File: config.mk
export PLATFORM = sky130hd
export DESIGN_NAME = fdd_track_loader
export DESIGN_NICKNAME = d
export VERILOG_FILES = /design/src/rtl/fdd_pkg.sv /design/src/rtl/fdd_prio_enc.sv /design/src/rtl/fdd_track_loader.sv
export SDC_FILE = /design/constraint.sdc
export NUM_CORES = 1
export LEC_CHECK = 0
export ABC_CLOCK_PERIOD_IN_PS = 7600
export CAP_MARGIN = 5
export CORE_MARGIN = 1
export CORE_UTILIZATION = 40
export CTS_BUF_LIST = sky130_fd_sc_hd__clkbuf_4 sky130_fd_sc_hd__clkbuf_8
export CTS_CLUSTER_DIAMETER = 30
export DETAILED_ROUTE_END_ITERATION = 12
export PLACE_DENSITY_LB_ADDON = 0.2
export SYNTH_ARGS = -nofsm -noshare
export SYNTH_HDL_FRONTEND = slang
export SYNTH_SLANG_ARGS = --single-unit
File: constraint.sdc
create_clock -name clk_sys -period 7.6 [get_ports clk_sys]
set_input_delay 1.14 -clock clk_sys [delete_from_list [all_inputs] [get_ports clk_sys]]
set_output_delay 1.14 -clock clk_sys [all_outputs]
set_load 0.02 [all_outputs]
File: src/rtl/fdd_pkg.sv
// Shared constants, FSM state type and LBA helper for the floppy track loader.
package fdd_pkg;

    localparam int SECTORS = 13;   // sectors per track
    localparam int TRACK_W = 6;    // track number width
    localparam int SEC_W   = 4;    // sector index width, 2^SEC_W >= SECTORS

    typedef enum logic [2:0] {
        IDLE,
        WB_REQ,
        WB_DONE,
        RD_REQ,
        RD_DONE
    } fdd_state_e;

    // First SD sector of a track: t*13 built from shifts so no multiplier is inferred.
    function automatic logic [31:0] track_base(input logic [TRACK_W-1:0] t);
        logic [31:0] tz;
        tz = {{(32-TRACK_W){1'b0}}, t};
        return (tz << 3) + (tz << 2) + tz;
    endfunction

endpackage

File: src/rtl/fdd_prio_enc.sv
// Lowest-set-bit encoder over the per-sector dirty mask.
module fdd_prio_enc
    import fdd_pkg::*;
(
    input  logic [SECTORS-1:0] mask,
    output logic [SEC_W-1:0]   idx,
    output logic               any
);

    // Scan from the top down so the lowest set bit wins.
    always_comb begin
        idx = '0;
        any = 1'b0;
        for (int i = SECTORS - 1; i >= 0; i--) begin
            if (mask[i]) begin
                idx = SEC_W'(i);
                any = 1'b1;
            end
        end
    end

endmodule

File: src/rtl/fdd_track_loader.sv
// One-track cache controller: writes back dirty sectors, then streams a new
// track in from SD sector by sector while stalling the CPU.
module fdd_track_loader
    import fdd_pkg::*;
(
    input  logic               clk_sys,
    input  logic               reset_n,
    input  logic [TRACK_W-1:0] track,
    input  logic               img_mounted,
    input  logic               img_size_nz,
    input  logic               img_readonly,
    input  logic               fd_write,
    input  logic [12:0]        fd_track_addr,
    input  logic               sd_ack,
    output logic [31:0]        sd_lba,
    output logic               sd_rd,
    output logic               sd_wr,
    output logic [SEC_W-1:0]   buf_sec,
    output logic               cpu_wait,
    output logic               track_valid,
    output logic [TRACK_W-1:0] cur_track
);

    localparam logic [SECTORS-1:0] SEC_ONE  = SECTORS'(1);
    localparam logic [SEC_W-1:0]   LAST_SEC = SEC_W'(SECTORS - 1);
    localparam logic [SEC_W-1:0]   NUM_SEC  = SEC_W'(SECTORS);

    fdd_state_e         state, state_nxt;
    logic               old_ack;
    logic               mounted, mounted_nxt;
    logic               ro, ro_nxt;
    logic               remount, remount_nxt;
    logic [SECTORS-1:0] dirty, dirty_nxt, dirty_w;
    logic [SEC_W-1:0]   buf_sec_nxt;
    logic [TRACK_W-1:0] cur_track_nxt;
    logic [31:0]        sd_lba_nxt;
    logic               sd_rd_nxt, sd_wr_nxt, cpu_wait_nxt, track_valid_nxt;

    logic               ack_rise, ack_fall;
    logic               trigger, remount_eff;
    logic [SEC_W-1:0]   wr_sec;
    logic               wr_hit;
    logic [SEC_W-1:0]   pe_idx;
    logic               pe_any;
    logic               unused_addr_bits;

    assign ack_rise = ~old_ack & sd_ack;
    assign ack_fall = old_ack & ~sd_ack;

    // Byte offset within the sector is irrelevant for dirty tracking.
    assign wr_sec           = fd_track_addr[12:9];
    assign unused_addr_bits = ^fd_track_addr[8:0];

    // Drive writes only count while idle on a valid, writable track; the CPU
    // is stalled otherwise. A write in the trigger cycle is folded in first.
    assign wr_hit  = (state == IDLE) && fd_write && track_valid && !ro && (wr_sec < NUM_SEC);
    assign dirty_w = wr_hit ? (dirty | (SEC_ONE << wr_sec)) : dirty;

    assign trigger     = mounted && (remount || (track != cur_track) || !track_valid);
    // A mount arriving on the same edge as an ack_fall must also abort.
    assign remount_eff = remount || img_mounted;

    fdd_prio_enc u_prio (
        .mask (dirty_w),
        .idx  (pe_idx),
        .any  (pe_any)
    );

    // Next-state, handshake and bookkeeping logic.
    always_comb begin
        state_nxt       = state;
        mounted_nxt     = mounted;
        ro_nxt          = ro;
        remount_nxt     = remount;
        dirty_nxt       = dirty_w;
        buf_sec_nxt     = buf_sec;
        cur_track_nxt   = cur_track;
        sd_rd_nxt       = sd_rd;
        sd_wr_nxt       = sd_wr;
        cpu_wait_nxt    = cpu_wait;
        track_valid_nxt = track_valid;

        case (state)
            IDLE: begin
                cpu_wait_nxt = trigger;
                if (trigger) begin
                    if (pe_any && track_valid) begin
                        // Old track still owns the buffer: flush it first.
                        buf_sec_nxt = pe_idx;
                        sd_wr_nxt   = 1'b1;
                        state_nxt   = WB_REQ;
                    end else begin
                        dirty_nxt     = '0;
                        remount_nxt   = 1'b0;
                        cur_track_nxt = track;
                        buf_sec_nxt   = '0;
                        sd_rd_nxt     = 1'b1;
                        state_nxt     = RD_REQ;
                    end
                end
            end
            WB_REQ: begin
                if (ack_rise) begin
                    sd_wr_nxt = 1'b0;
                    dirty_nxt = dirty & ~(SEC_ONE << buf_sec);
                    state_nxt = WB_DONE;
                end
            end
            WB_DONE: begin
                if (ack_fall) begin
                    if (remount_eff) begin
                        // New image: stale sectors must never reach it.
                        state_nxt = IDLE;
                    end else if (pe_any) begin
                        buf_sec_nxt = pe_idx;
                        sd_wr_nxt   = 1'b1;
                        state_nxt   = WB_REQ;
                    end else begin
                        remount_nxt   = 1'b0;
                        cur_track_nxt = track;
                        buf_sec_nxt   = '0;
                        sd_rd_nxt     = 1'b1;
                        state_nxt     = RD_REQ;
                    end
                end
            end
            RD_REQ: begin
                if (ack_rise) begin
                    sd_rd_nxt = 1'b0;
                    state_nxt = RD_DONE;
                end
            end
            RD_DONE: begin
                if (ack_fall) begin
                    if (remount_eff) begin
                        state_nxt = IDLE;
                    end else if (buf_sec == LAST_SEC) begin
                        track_valid_nxt = 1'b1;
                        cpu_wait_nxt    = 1'b0;
                        state_nxt       = IDLE;
                    end else begin
                        buf_sec_nxt = buf_sec + SEC_W'(1);
                        sd_rd_nxt   = 1'b1;
                        state_nxt   = RD_REQ;
                    end
                end
            end
            default: state_nxt = IDLE;
        endcase

        // Mount overrides everything else on the same edge.
        if (img_mounted) begin
            mounted_nxt     = img_size_nz;
            ro_nxt          = img_readonly;
            remount_nxt     = 1'b1;
            track_valid_nxt = 1'b0;
        end

        // LBA follows the next track/sector so it is aligned with the request.
        sd_lba_nxt = track_base(cur_track_nxt) + {{(32-SEC_W){1'b0}}, buf_sec_nxt};
    end

    // State and output registers.
    always_ff @(posedge clk_sys or negedge reset_n) begin
        if (!reset_n) begin
            state       <= IDLE;
            old_ack     <= 1'b0;
            mounted     <= 1'b0;
            ro          <= 1'b0;
            remount     <= 1'b0;
            dirty       <= '0;
            buf_sec     <= '0;
            cur_track   <= '0;
            sd_lba      <= '0;
            sd_rd       <= 1'b0;
            sd_wr       <= 1'b0;
            cpu_wait    <= 1'b0;
            track_valid <= 1'b0;
        end else begin
            state       <= state_nxt;
            old_ack     <= sd_ack;
            mounted     <= mounted_nxt;
            ro          <= ro_nxt;
            remount     <= remount_nxt;
            dirty       <= dirty_nxt;
            buf_sec     <= buf_sec_nxt;
            cur_track   <= cur_track_nxt;
            sd_lba      <= sd_lba_nxt;
            sd_rd       <= sd_rd_nxt;
            sd_wr       <= sd_wr_nxt;
            cpu_wait    <= cpu_wait_nxt;
            track_valid <= track_valid_nxt;
        end
    end

endmodule

=== Word level (Yosys, flattened, before mapping) ===
Index checks and enable logic that the tools add are counted.
Widths: inputs -> output; s select.

* Mux-type cells: 89
* $lt $le $gt $ge: 1
* Bitwise operators: 7
* Shift operators: 2
* Add/sub/neg operators: 4
* Reduce and logical (&&, ||, !) cells: 25
* Equal/unequal tests: 25

{| class="wikitable"
|+ Operators with widths
! kind !! count
|-
| $mux 4 || 21
|-
| $mux 13 || 4
|-
| $mux 1 || 41
|-
| $mux 6 || 5
|-
| $ne 2x2->1 const B || 13
|-
| $pmux 13 s2 || 1
|-
| $shl 1x4->13 const A || 2
|-
| $mux 3 || 5
|-
| $ne 3x3->1 const B || 5
|-
| $pmux 3 s5 || 1
|-
| $and 13x13->13 || 1
|-
| $not 13->13 || 1
|-
| $or 13x13->13 || 1
|-
| $add 11x4->12 || 1
|-
| $pmux 4 s3 || 1
|-
| $pmux 6 s2 || 1
|-
| $add 10x6->11 || 1
|-
| $add 9x8->10 || 1
|-
| $mux 2 || 5
|-
| $reduce_and 10->1 || 1
|-
| $reduce_and 4->1 || 2
|-
| $reduce_bool 2->1 || 4
|-
| $reduce_and 7->1 || 1
|-
| $eq 3x2->1 const B || 2
|-
| 20 further kinds || 32
|}

* Bits of input ports: 26
* Flip-flop bits (word level): 46
* Logic and storage cells: 166
* Output and inout bits: 46

=== Logic depth before layout (Yosys ltp) ===
Gate-level depths: netlist of run 1.

* Word-level depth: 26
* Gate-level depth with buffers: 19
* Gate-level depth less buffers: 18

=== Modules after synthesis ===
A second synthesis of run 1 with hierarchy kept.

* Cells, all modules: 373
* Area, all modules: 3397.0 um2

{| class="wikitable"
|+ Modules (own cells, without submodules)
! module !! instances !! area each (um2) !! cells each
|-
| fdd_track_loader || 1 || 3240.6 || 349
|-
| fdd_prio_enc || 1 || 156.4 || 24
|}

=== Least setup slack after synthesis of run 1 ===
OpenSTA, ideal clock, no wires.

* Path kind: input port to flip-flop
* Start: input img_mounted
* End: register sd_lba[8]
* Stages: 17
* Buffers on the path: 1
* Arrival: 5.028 ns
* Library setup time: 0.126 ns
* Path slack: 2.445 ns
* Data required time: 7.474 ns
* Cells stage by stage: clkbuf_1 > nor4b_2 > nand3b_1 > o2bb2ai_1 > nand3_1 > o22a_1 > fa_1 > inv_1 > fa_1 > inv_1 > fa_1 > nor2b_1 > o21ai_0 > a21boi_0 > o21ai_0 > a21boi_0 > nor2_1

* Cells in the longest elaborated chain, start to end: 7
* Elaborated cells on any way between the ends: 12
* Those cells by class: add/sub (3); mux (8); reduce/logical (1)

{| class="wikitable"
|+ Ends and longest elaborated chain
! item !! RTL line !! text
|-
| start, declared || fdd_track_loader.sv:9 || <nowiki>input logic img_mounted,</nowiki>
|-
| $logic_or 1x1->1 * || fdd_track_loader.sv:61 || <nowiki>assign remount_eff = remount || img_mounted;</nowiki>
|-
| $mux 6 || fdd_track_loader.sv:111 || <nowiki>if (remount_eff) begin</nowiki>
|-
| $mux 6 || fdd_track_loader.sv:110 || <nowiki>if (ack_fall) begin</nowiki>
|-
| $pmux 6 s2 || fdd_track_loader.sv:83 || <nowiki>case (state)</nowiki>
|-
| $add 9x8->10 || fdd_pkg.sv:20 || <nowiki>return (tz << 3) + (tz << 2) + tz;</nowiki>
|-
| $add 10x6->11 || fdd_pkg.sv:20 ||
|-
| $add 11x4->12 * || fdd_track_loader.sv:160 || <nowiki>sd_lba_nxt = track_base(cur_track_nxt) + {{(32-SEC_W){1'b0}}, buf_sec_nxt};</nowiki>
|-
| net sd_lba_nxt[8] || fdd_track_loader.sv:36 || <nowiki>logic [31:0] sd_lba_nxt;</nowiki>
|-
| end signal, assigned || fdd_track_loader.sv:188 || <nowiki>sd_lba <= sd_lba_nxt;</nowiki>
|-
| end, declared || fdd_track_loader.sv:15 || <nowiki>output logic [31:0] sd_lba,</nowiki>
|}

The timed path passes the listed nets; every way through them passes the cells marked *.
A chain may end at the register's enable or synchronous reset.

=== Worst setup path after layout of run 1 ===
Ends and elaborated chain as after synthesis.

==> out/metrics.cfg, run 1 <==
[yosys]
ys_seq_area_frac = 0.337
yosysWarnings = 0
ys.flop_type = dfrtp_1
ys_ff_latch = 45
synth-async-reset-ratio = 1.00
synth.avg_cell_area_um2 = 9.10
syn_area_um2 = 3340
postSynthCellCount = 367
ys_types = 61
synth_edf_count = 0

[global_route]
antenna_found_initial = 0
grt_pass1_wl_um = 12700
grt_usage = 0.188
grt_pass1_vias = 2572
grt.overflow.total = 0
grt_max_degree = 46

[clock_tree]
clk_latency_ns = 0.30
cts_max_path_buffers = 2
cts_tree = yes
postCtsSetupRepairBufs = 0
clk_pin_slew_worst_paths_ns = 0.08
cts-buffers-inserted = 5
clock_sinks = 45
ctsResizeCount = 0
cts_hold_buffers = 0
h-tree-depth = 2
root_buffer = clkbuf_8

[floorplanning]
die_w_um = 93.4
rows = 32
num_io_pins = 72
coreArea_um2 = 7890
die-area_um2 = 8720
start_util = 0.423
die_h_um = 93.4

[run]
maxCapViolations = 0

[setup_path]
required_ns = 7.79
end_kind = flip-flop
criticalPathCategory = in2reg
cp-start-kind = input pin
timing.rr.start = dirty[11]
path_max_fanout = 10
r2r_end = sd_lba[8]
r2r_cells = 17
arrival_ns = 6.15
rrSetupSlack_ns = 2.27

[sta]
tightestPinTransition_ns = 1.20
finalClockSkew_ns = 0.00650
slew_headroom = 0.195
hold_viol_final = 0
fin_crit_ns = 5.97
period_share = 0.785
setup-violations-final = 0
final_max_slew_viol_count = 0
max_freq_ghz = 0.168
fin_tns_setup_ns = 0
grt_setup_unrepaired = false

[worst_hold_path]
hold_path_end = cpu_wait
whs_path_depth = 2
hp-start = cpu_wait
min_path_type = reg2reg

[final_layout]
area_growth_pct = 14.8
multi_input_area_um2 = 2020
fillers = 748
regArea_um2 = 1130
fin_util = 0.486
antenna_cells = 0
drive_above_1_share = 0.0647
nNetsFinal = 458

[power]
ir_drop_mv = 0.320
p_leak_nw = 1.65
powerDensity_nw_per_um2 = 359

[drt]
vias_per_cell = 5.55
wl_um = 7710
postRouteAntennaNets = 0
drt-pass1-iter-count = 5
num_vias = 2795
drt_iter0_drc = 196
drc_errors = 0
wire_per_inst_um = 15.3

[place]
numPortBuffers = 41
globalplace.congestion = 0.860
post-dp-hpwl_um = 5690

[status]
status = complete, no violations

## cell type report
cell class                      count  share of cell area
Inverter                           15              0.0147
Timing Repair Buffer               42               0.108
Clock buffer                        7              0.0235
Sequential cell                    45               0.294
Multi-Input combinational cell    293               0.527
Tap cell                          102              0.0333
## metrics by stage
stage | power, mW | hold WS [ns] | instance area (µm²) | worst slack (ns) | instances
after global routing | 1.50 | 0.524 | 3830 | 1.32 | 504
final | 1.37 | 0.481 | 3830 | 1.63 | 504
after CTS | 1.39 | 0.490 | 3830 | 1.64 | 504
after floorplan | 0.982 | 0.472 | 3410 | 2.45 | 387
after detailed placement | 1.22 | 0.470 | 3740 | 1.33 | 497
after global placement | 1.21 | 0.461 | 3740 | 1.41 | 497
## critical path: stages
cell and delay (ns):
clkdlybuf4s50_1 0.61, nor4b_2 0.88, nand3b_1 0.23, o2bb2ai_1 0.20
nand3_1 0.20, o22a_1 0.28, fa_1 0.54, inv_1 0.06
fa_1 0.52, inv_1 0.06, fa_1 0.46, nor2b_1 0.11
o21ai_0 0.11, a21boi_0 0.28, o21ai_0 0.14, a21boi_0 0.24
nor2_1 0.08
## cells by family (layout without fill, tap and decap cells)
kind of cell	Yosys count	in the layout	synth area share
DFF	45	45	0.337
AOI/OAI and AO/OA	92	92	0.178
muxes	16	16	0.0517
and+or+nand+nor	124	124	0.199
other	1	21	0.00112
adders and majority gates	30	30	0.126
buffers and inverters	49	64	0.0802
xor gates and xnor gates	10	10	0.0262
## routing by layer
metal	vias up	track usage	wire length (µm)
li1	1347	-	-
met4	0	0.0667	120
met1	1349	0.250	3500
met2	91	0.308	3680
met5	-	0	0
met3	8	0.0333	413
## cell usage in the layout, fill, tap and decap left out, drive strengths merged, types with 2 or more instances in the layout
master,count
a211oi,3
a21boi,5
a21o,4
a21oi,34
a31oi,6
and2,3
and3,5
buf,2
clkbuf,7
clkdlybuf4s50,40
conb,21
dfrtp,45
fa,6
ha,24
inv,15
mux2,10
mux2i,6
nand2,33
nand2b,9
nand3,10
nand3b,2
nand4,3
nand4b,2
nor2,25
nor2b,9
nor3,9
nor4,4
nor4b,2
o21a,2
o21ai,14
o22ai,3
o311ai,2
o31ai,2
o41ai,2
or2,2
or4,3
xnor2,7
xor2,3
## power by group
part / total (mW) / switching, mW / internal (mW)
clock network: 0.158 / 0.0818 / 0.0759
logic: 0.845 / 0.459 / 0.386
registers: 0.372 / 0.0644 / 0.308
total: 1.37 / 0.605 / 0.770
## sequential cells by signal, indices dropped and copies added (netlist names)
signal       count
ro               1
cur_track        6
state            3
cpu_wait         1
sd_wr            1
buf_sec          4
remount          1
dirty           13
sd_rd            1
track_valid      1
sd_lba          11
old_ack          1
mounted          1
## synthesized netlist by cell type, drive strengths merged, types with 3 or more instances
cell    count  share of area
a211oi      3         0.0067
a21boi      5          0.011
a21o        4         0.0090
a21oi      34          0.051
a31oi       6          0.011
and2        3         0.0056
and3        5         0.0094
buf        24          0.052
clkbuf     10          0.011
dfrtp      45           0.34
fa          6          0.036
ha         24          0.090
inv        15          0.017
mux2       10          0.034
mux2i       6          0.018
nand2      33          0.037
nand2b      9          0.017
nand3      10          0.015
nand4       3         0.0056
nor2       25          0.028
nor2b       9          0.017
nor3        9          0.013
nor4        4          0.012
o21ai      14          0.021
o22ai       3         0.0056
or4         3         0.0067
xnor2       7          0.018
xor2        3         0.0079
## worst max path at each step
stage / cells after the start / endpoint / slack [ns] / start
floorplan: 17 / sd_lba[8] / 2.45 / img_mounted
global placement: 17 / sd_lba[10] / 1.41 / img_mounted
detailed placement: 17 / sd_lba[8] / 1.33 / img_mounted
CTS: 17 / sd_lba[8] / 1.64 / img_mounted
global route: 17 / sd_lba[8] / 1.32 / img_mounted
finish: 17 / sd_lba[8] / 1.63 / img_mounted
Note: power is estimated with default switching activity, not from simulation.
==> run 2: changes to the inputs <==
- ABC_CLOCK_PERIOD_IN_PS: 7600 -> 5660
- clock period: 7.6 -> 5.66 ns (I/O delays scaled with it)
==> out/metrics.cfg, run 2 (same netlist as run 1, synthesis figures left out) <==
[sta]
setup-violations-final = 0
hold_viol_final = 0
grt_setup_unrepaired = false
final_max_slew_viol_count = 0
tightestPinTransition_ns = 1.11
fin_tns_setup_ns = 0
finalClockSkew_ns = 0.0168
period_share = 0.927
holdWs_ns = 0.491
slew_headroom = 0.253
fin_crit_ns = 5.25
max_freq_ghz = 0.191

[clock_tree]
clk_pin_slew_worst_paths_ns = 0.09
clock_sinks = 45
postCtsSetupRepairBufs = 0
ctsResizeCount = 0
cts-buffers-inserted = 5
cts_tree = yes
h-tree-depth = 2
cts_hold_buffers = 0
clk_latency_ns = 0.30
cts_max_path_buffers = 2
root_buffer = clkbuf_8

[drt]
postRouteAntennaNets = 0
wl_um = 7880
drc_errors = 0
num_vias = 2888
drt_iter0_drc = 171
drt-pass1-iter-count = 4
vias_per_cell = 5.54
wire_per_inst_um = 15.1

[final_layout]
drive_above_1_share = 0.105
regArea_um2 = 1130
final_area_um2 = 3970
multi_input_area_um2 = 2030
nNetsFinal = 474
reg_top3 = dirty (13), sd_lba (11), cur_track (6)
largest_reg_flops = 13
mostFrequentLayoutCell = dfrtp_1
fillers = 759
largest_register = dirty
layout_common_cells = dfrtp_1 (45), clkdlybuf4s50_1 (40), a21oi_1 (34)
antenna_cells = 0
area_growth_pct = 18.8

[floorplanning]
die-area_um2 = 8720
die_h_um = 93.4
coreArea_um2 = 7890
rows = 32
num_io_pins = 72
start_util = 0.423
die_w_um = 93.4

[global_route]
grt.overflow.total = 0
grt_max_degree = 46
antenna_found_initial = 0
grt_usage = 0.192
grt_pass1_vias = 2768
grt_pass1_wl_um = 13200

[place]
place_area_um2 = 3860
numPortBuffers = 41
globalplace.congestion = 0.878
post-dp-hpwl_um = 5940

[setup_path]
criticalPathCategory = reg2reg
cp-start-kind = flip-flop
end_kind = flip-flop
required_ns = 5.90
arrival_ns = 5.48
path_max_fanout = 9

[power]
total_power_mw = 1.86
ir_drop_mv = 0.484
p_leak_nw = 1.73
powerDensity_nw_per_um2 = 469

[status]
status = complete, no violations

[run]
maxCapViolations = 0

[worst_hold_path]
min_path_type = reg2reg

run 2: changes by cell type in the layout (fill, tap and decap cells not counted), sizes merged:
cell / previous run / this run
buf: 2 / 18
clkbuf: 7 / 8
run 2: layout make-up:
type | instances | share of cell area
multi-input cells | 293 | 0.512
flip-flops and latches | 45 | 0.284
repair buffers | 58 | 0.134
well taps | 102 | 0.0322
clock buffers | 8 | 0.0230
inverters | 15 | 0.0142
run 2: path summary, 6_finish.rpt:
check                               start    endpoint  slack (ns)  cells past startpoint
worst max-delay path            dirty[11]  sd_lba[10]        0.41                     16
worst min-delay path             cpu_wait    cpu_wait        0.49                      2
worst max register to register  dirty[11]  sd_lba[10]        0.41                     16
worst min register to register   cpu_wait    cpu_wait        0.49                      2
max in group asynchronous         reset_n   sd_lba[1]        4.28                      1
min in group asynchronous         reset_n     remount        0.72                      1
run 2: stage by stage:
step / utilization / instances / worst slack (ns)
after floorplan: - / 387 / 0.796
after global placement: 0.490 / 513 / -0.0604
after detailed placement: 0.490 / 513 / -0.132
after CTS: 0.501 / 521 / 0.0101
after global routing: 0.503 / 521 / 0.0228
final: 0.503 / 521 / 0.415
run 2: power breakdown:
| part | internal, mW | leakage, nW | switching, mW |
|---|---|---|---|
| Clock | 0.102 | 0.0498 | 0.109 |
| Sequential | 0.414 | 0.577 | 0.0468 |
| Combinational | 0.535 | 1.11 | 0.654 |
| Total | 1.05 | 1.73 | 0.810 |
run 2: metal layers:
| layer | track usage | wire length, µm | vias up |
|---|---|---|---|
| li1 | - | - | 1370 |
| met1 | 0.246 | 3460 | 1410 |
| met2 | 0.327 | 3800 | 99 |
| met3 | 0.0398 | 517 | 9 |
| met4 | 0.0526 | 98 | 0 |
| met5 | 0 | 0 | - |
run 2: critical path: stages, from the launching register on:
cell and delay (ns):
dfrtp_1 0.41, or4_1 0.64, nor4_1 0.43, and3_1 0.27, nand4_1 0.15, a21boi_4 0.36, mux2_2 0.45, fa_1 0.45
fa_1 0.52, inv_1 0.06, fa_1 0.45, nor2b_1 0.12, o21ai_0 0.11, a21boi_0 0.25, o21ai_0 0.13, a21boi_0 0.25
o21a_1 0.14
==> run 3: changes to the inputs <==
- CORE_UTILIZATION: 40 -> 44
- GPL_ROUTABILITY_DRIVEN: unset -> 0
==> out/metrics.cfg, run 3 (same netlist as run 1, synthesis figures left out) <==
[power]
ir_drop_mv = 0.403
p_int_mw = 1.04
clkPwrFrac = 0.109
p_seq_frac = 0.248
switching_share = 0.439
pwr-share-comb = 0.643
powerDensity_nw_per_um2 = 468
p_leak_nw = 1.73
switchingPower_uw = 813

[global_route]
grt_max_degree = 46
grt_pass1_vias = 2818
grt_usage = 0.215
antenna_found_initial = 0
grt_pass1_wl_um = 13100
grt.overflow.total = 0

[floorplanning]
num_io_pins = 72
rows = 31
die_h_um = 89.1
die-area_um2 = 7940
die_w_um = 89.1
start_util = 0.458
coreArea_um2 = 7290

[sta]
max_freq_ghz = 0.193
setup-violations-final = 0
grt_setup_unrepaired = false
period_share = 0.915
slew_headroom = 0.213
final_max_slew_viol_count = 0
hold_viol_final = 0
holdWs_ns = 0.479
tightestPinTransition_ns = 1.17
fin_crit_ns = 5.18
finalClockSkew_ns = 0.00680
fin_ws_ns = 0.481

[drt]
postRouteAntennaNets = 0
drt-pass1-iter-count = 4
drc_errors = 0
drt_iter0_drc = 186
wire_per_inst_um = 15.1
wl_um = 7810
num_vias = 2860
vias_per_cell = 5.52

[clock_tree]
root_buffer = clkbuf_8
clock_sinks = 45
cts_tree = yes
postCtsSetupRepairBufs = 0
clk_latency_ns = 0.30
ctsResizeCount = 0
cts_hold_buffers = 0
clk_pin_slew_worst_paths_ns = 0.09
cts_max_path_buffers = 2
h-tree-depth = 2
cts-buffers-inserted = 5

[setup_path]
path_cells = or4_1 > nor4_2 > and3_1 > nand4_1 > a21boi_4 > mux2_2 > fa_1 > fa_1 > inv_1 > fa_1 > nor2b_1 > o21ai_0 > a21boi_0 > o21ai_0 > a21boi_0 > o21a_1
critical_path.slowest_cell = or4_1
critical_path.endpoint = sd_lba[10]
criticalPathCategory = reg2reg
path_max_fanout = 9
worst-path-stages = 16
critPathTopFamily = simple AND/OR/NAND/NOR gates
r2r_cells = 16
crit_start = dirty[11]
timing.rr.start = dirty[11]
critPathBufInv = 1
end_kind = flip-flop
rrSetupSlack_ns = 0.48
required_ns = 5.91
cpPeakStageDelay_ns = 0.65
crit_top_cell = fa_1
r2r_end = sd_lba[10]
cp-start-kind = flip-flop
arrival_ns = 5.43

[final_layout]
mostFrequentLayoutCell = dfrtp_1
reg_top3 = dirty (13), sd_lba (11), cur_track (6)
area_growth_pct = 18.7
largest_reg_flops = 13
largest_register = dirty
fillers = 715
fin_cells = 518
fin_util = 0.543
final_area_um2 = 3960
nNetsFinal = 474
layout_common_cells = dfrtp_1 (45), clkdlybuf4s50_1 (40), a21oi_1 (34)
antenna_cells = 0
drive_above_1_share = 0.107

[place]
place_area_um2 = 3860
numPortBuffers = 41
placedCellCount = 510
post-dp-hpwl_um = 5990
pre_cts_slack_ns = -0.148

[run]
maxCapViolations = 0

[status]
status = complete, no violations

[worst_hold_path]
min_path_type = reg2reg

==> run 3: cell count changes in the layout (fill, tap and decap cells not counted), sizes merged <==
| cell | delta |
|---|---|
| clkinv | +2 |
| clkbuf | -2 |
==> run 3: power by group through the flow <==
stage                     Combinational (mW)  Sequential (mW)  Clock, mW
after floorplan                        0.776            0.543          0
after global placement                  1.17            0.464          0
after detailed placement                1.19            0.467          0
after CTS                               1.20            0.461      0.213
after global routing                    1.34            0.470      0.226
final                                   1.19            0.460      0.202
==> run 3: worst min-delay path by stage <==
stage | startpoint | to | slack [ns] | cells after the start
2_1_floorplan | ro | ro | 0.47 | 1
3_3_place_gp | cpu_wait | cpu_wait | 0.46 | 2
3_5_place_dp | cpu_wait | cpu_wait | 0.46 | 2
4_1_cts | cpu_wait | cpu_wait | 0.48 | 2
5_1_grt | ro | ro | 0.54 | 1
6_report | cpu_wait | cpu_wait | 0.48 | 2
==> run 3: metal layers <==
layer  track usage  routed length [µm]
met4        0.0779                 144
met5             0                   0
met3        0.0536                 383
met2         0.351                3780
met1         0.278                3500
==> run 3: layout make-up <==
class	count	area [µm²]	share of cell area
clock buffer	6	76.3	0.0193
multi-input combinational	293	2040	0.514
clock inverter	2	10.0	0.00253
tap	99	124	0.0313
sequential	45	1130	0.284
timing repair buffer	58	533	0.135
inverter	15	56.3	0.0142
==> run 3: worst min-delay path: cells and delay by family, from the launching register on <==
family / cells / cell delay [ns]
flip-flops: 1 / 0.35
AND/OR/NAND/NOR: 2 / 0.10
==> run 3: metrics by stage <==
| step | setup TNS (ns) | total power, mW |
|---|---|---|
| 2_1_floorplan | 0 | 1.32 |
| 3_3_place_gp | -0.165 | 1.64 |
| 3_5_place_dp | -0.308 | 1.66 |
| 4_1_cts | 0 | 1.88 |
| 5_1_grt | 0 | 2.04 |
| 6_report | 0 | 1.85 |
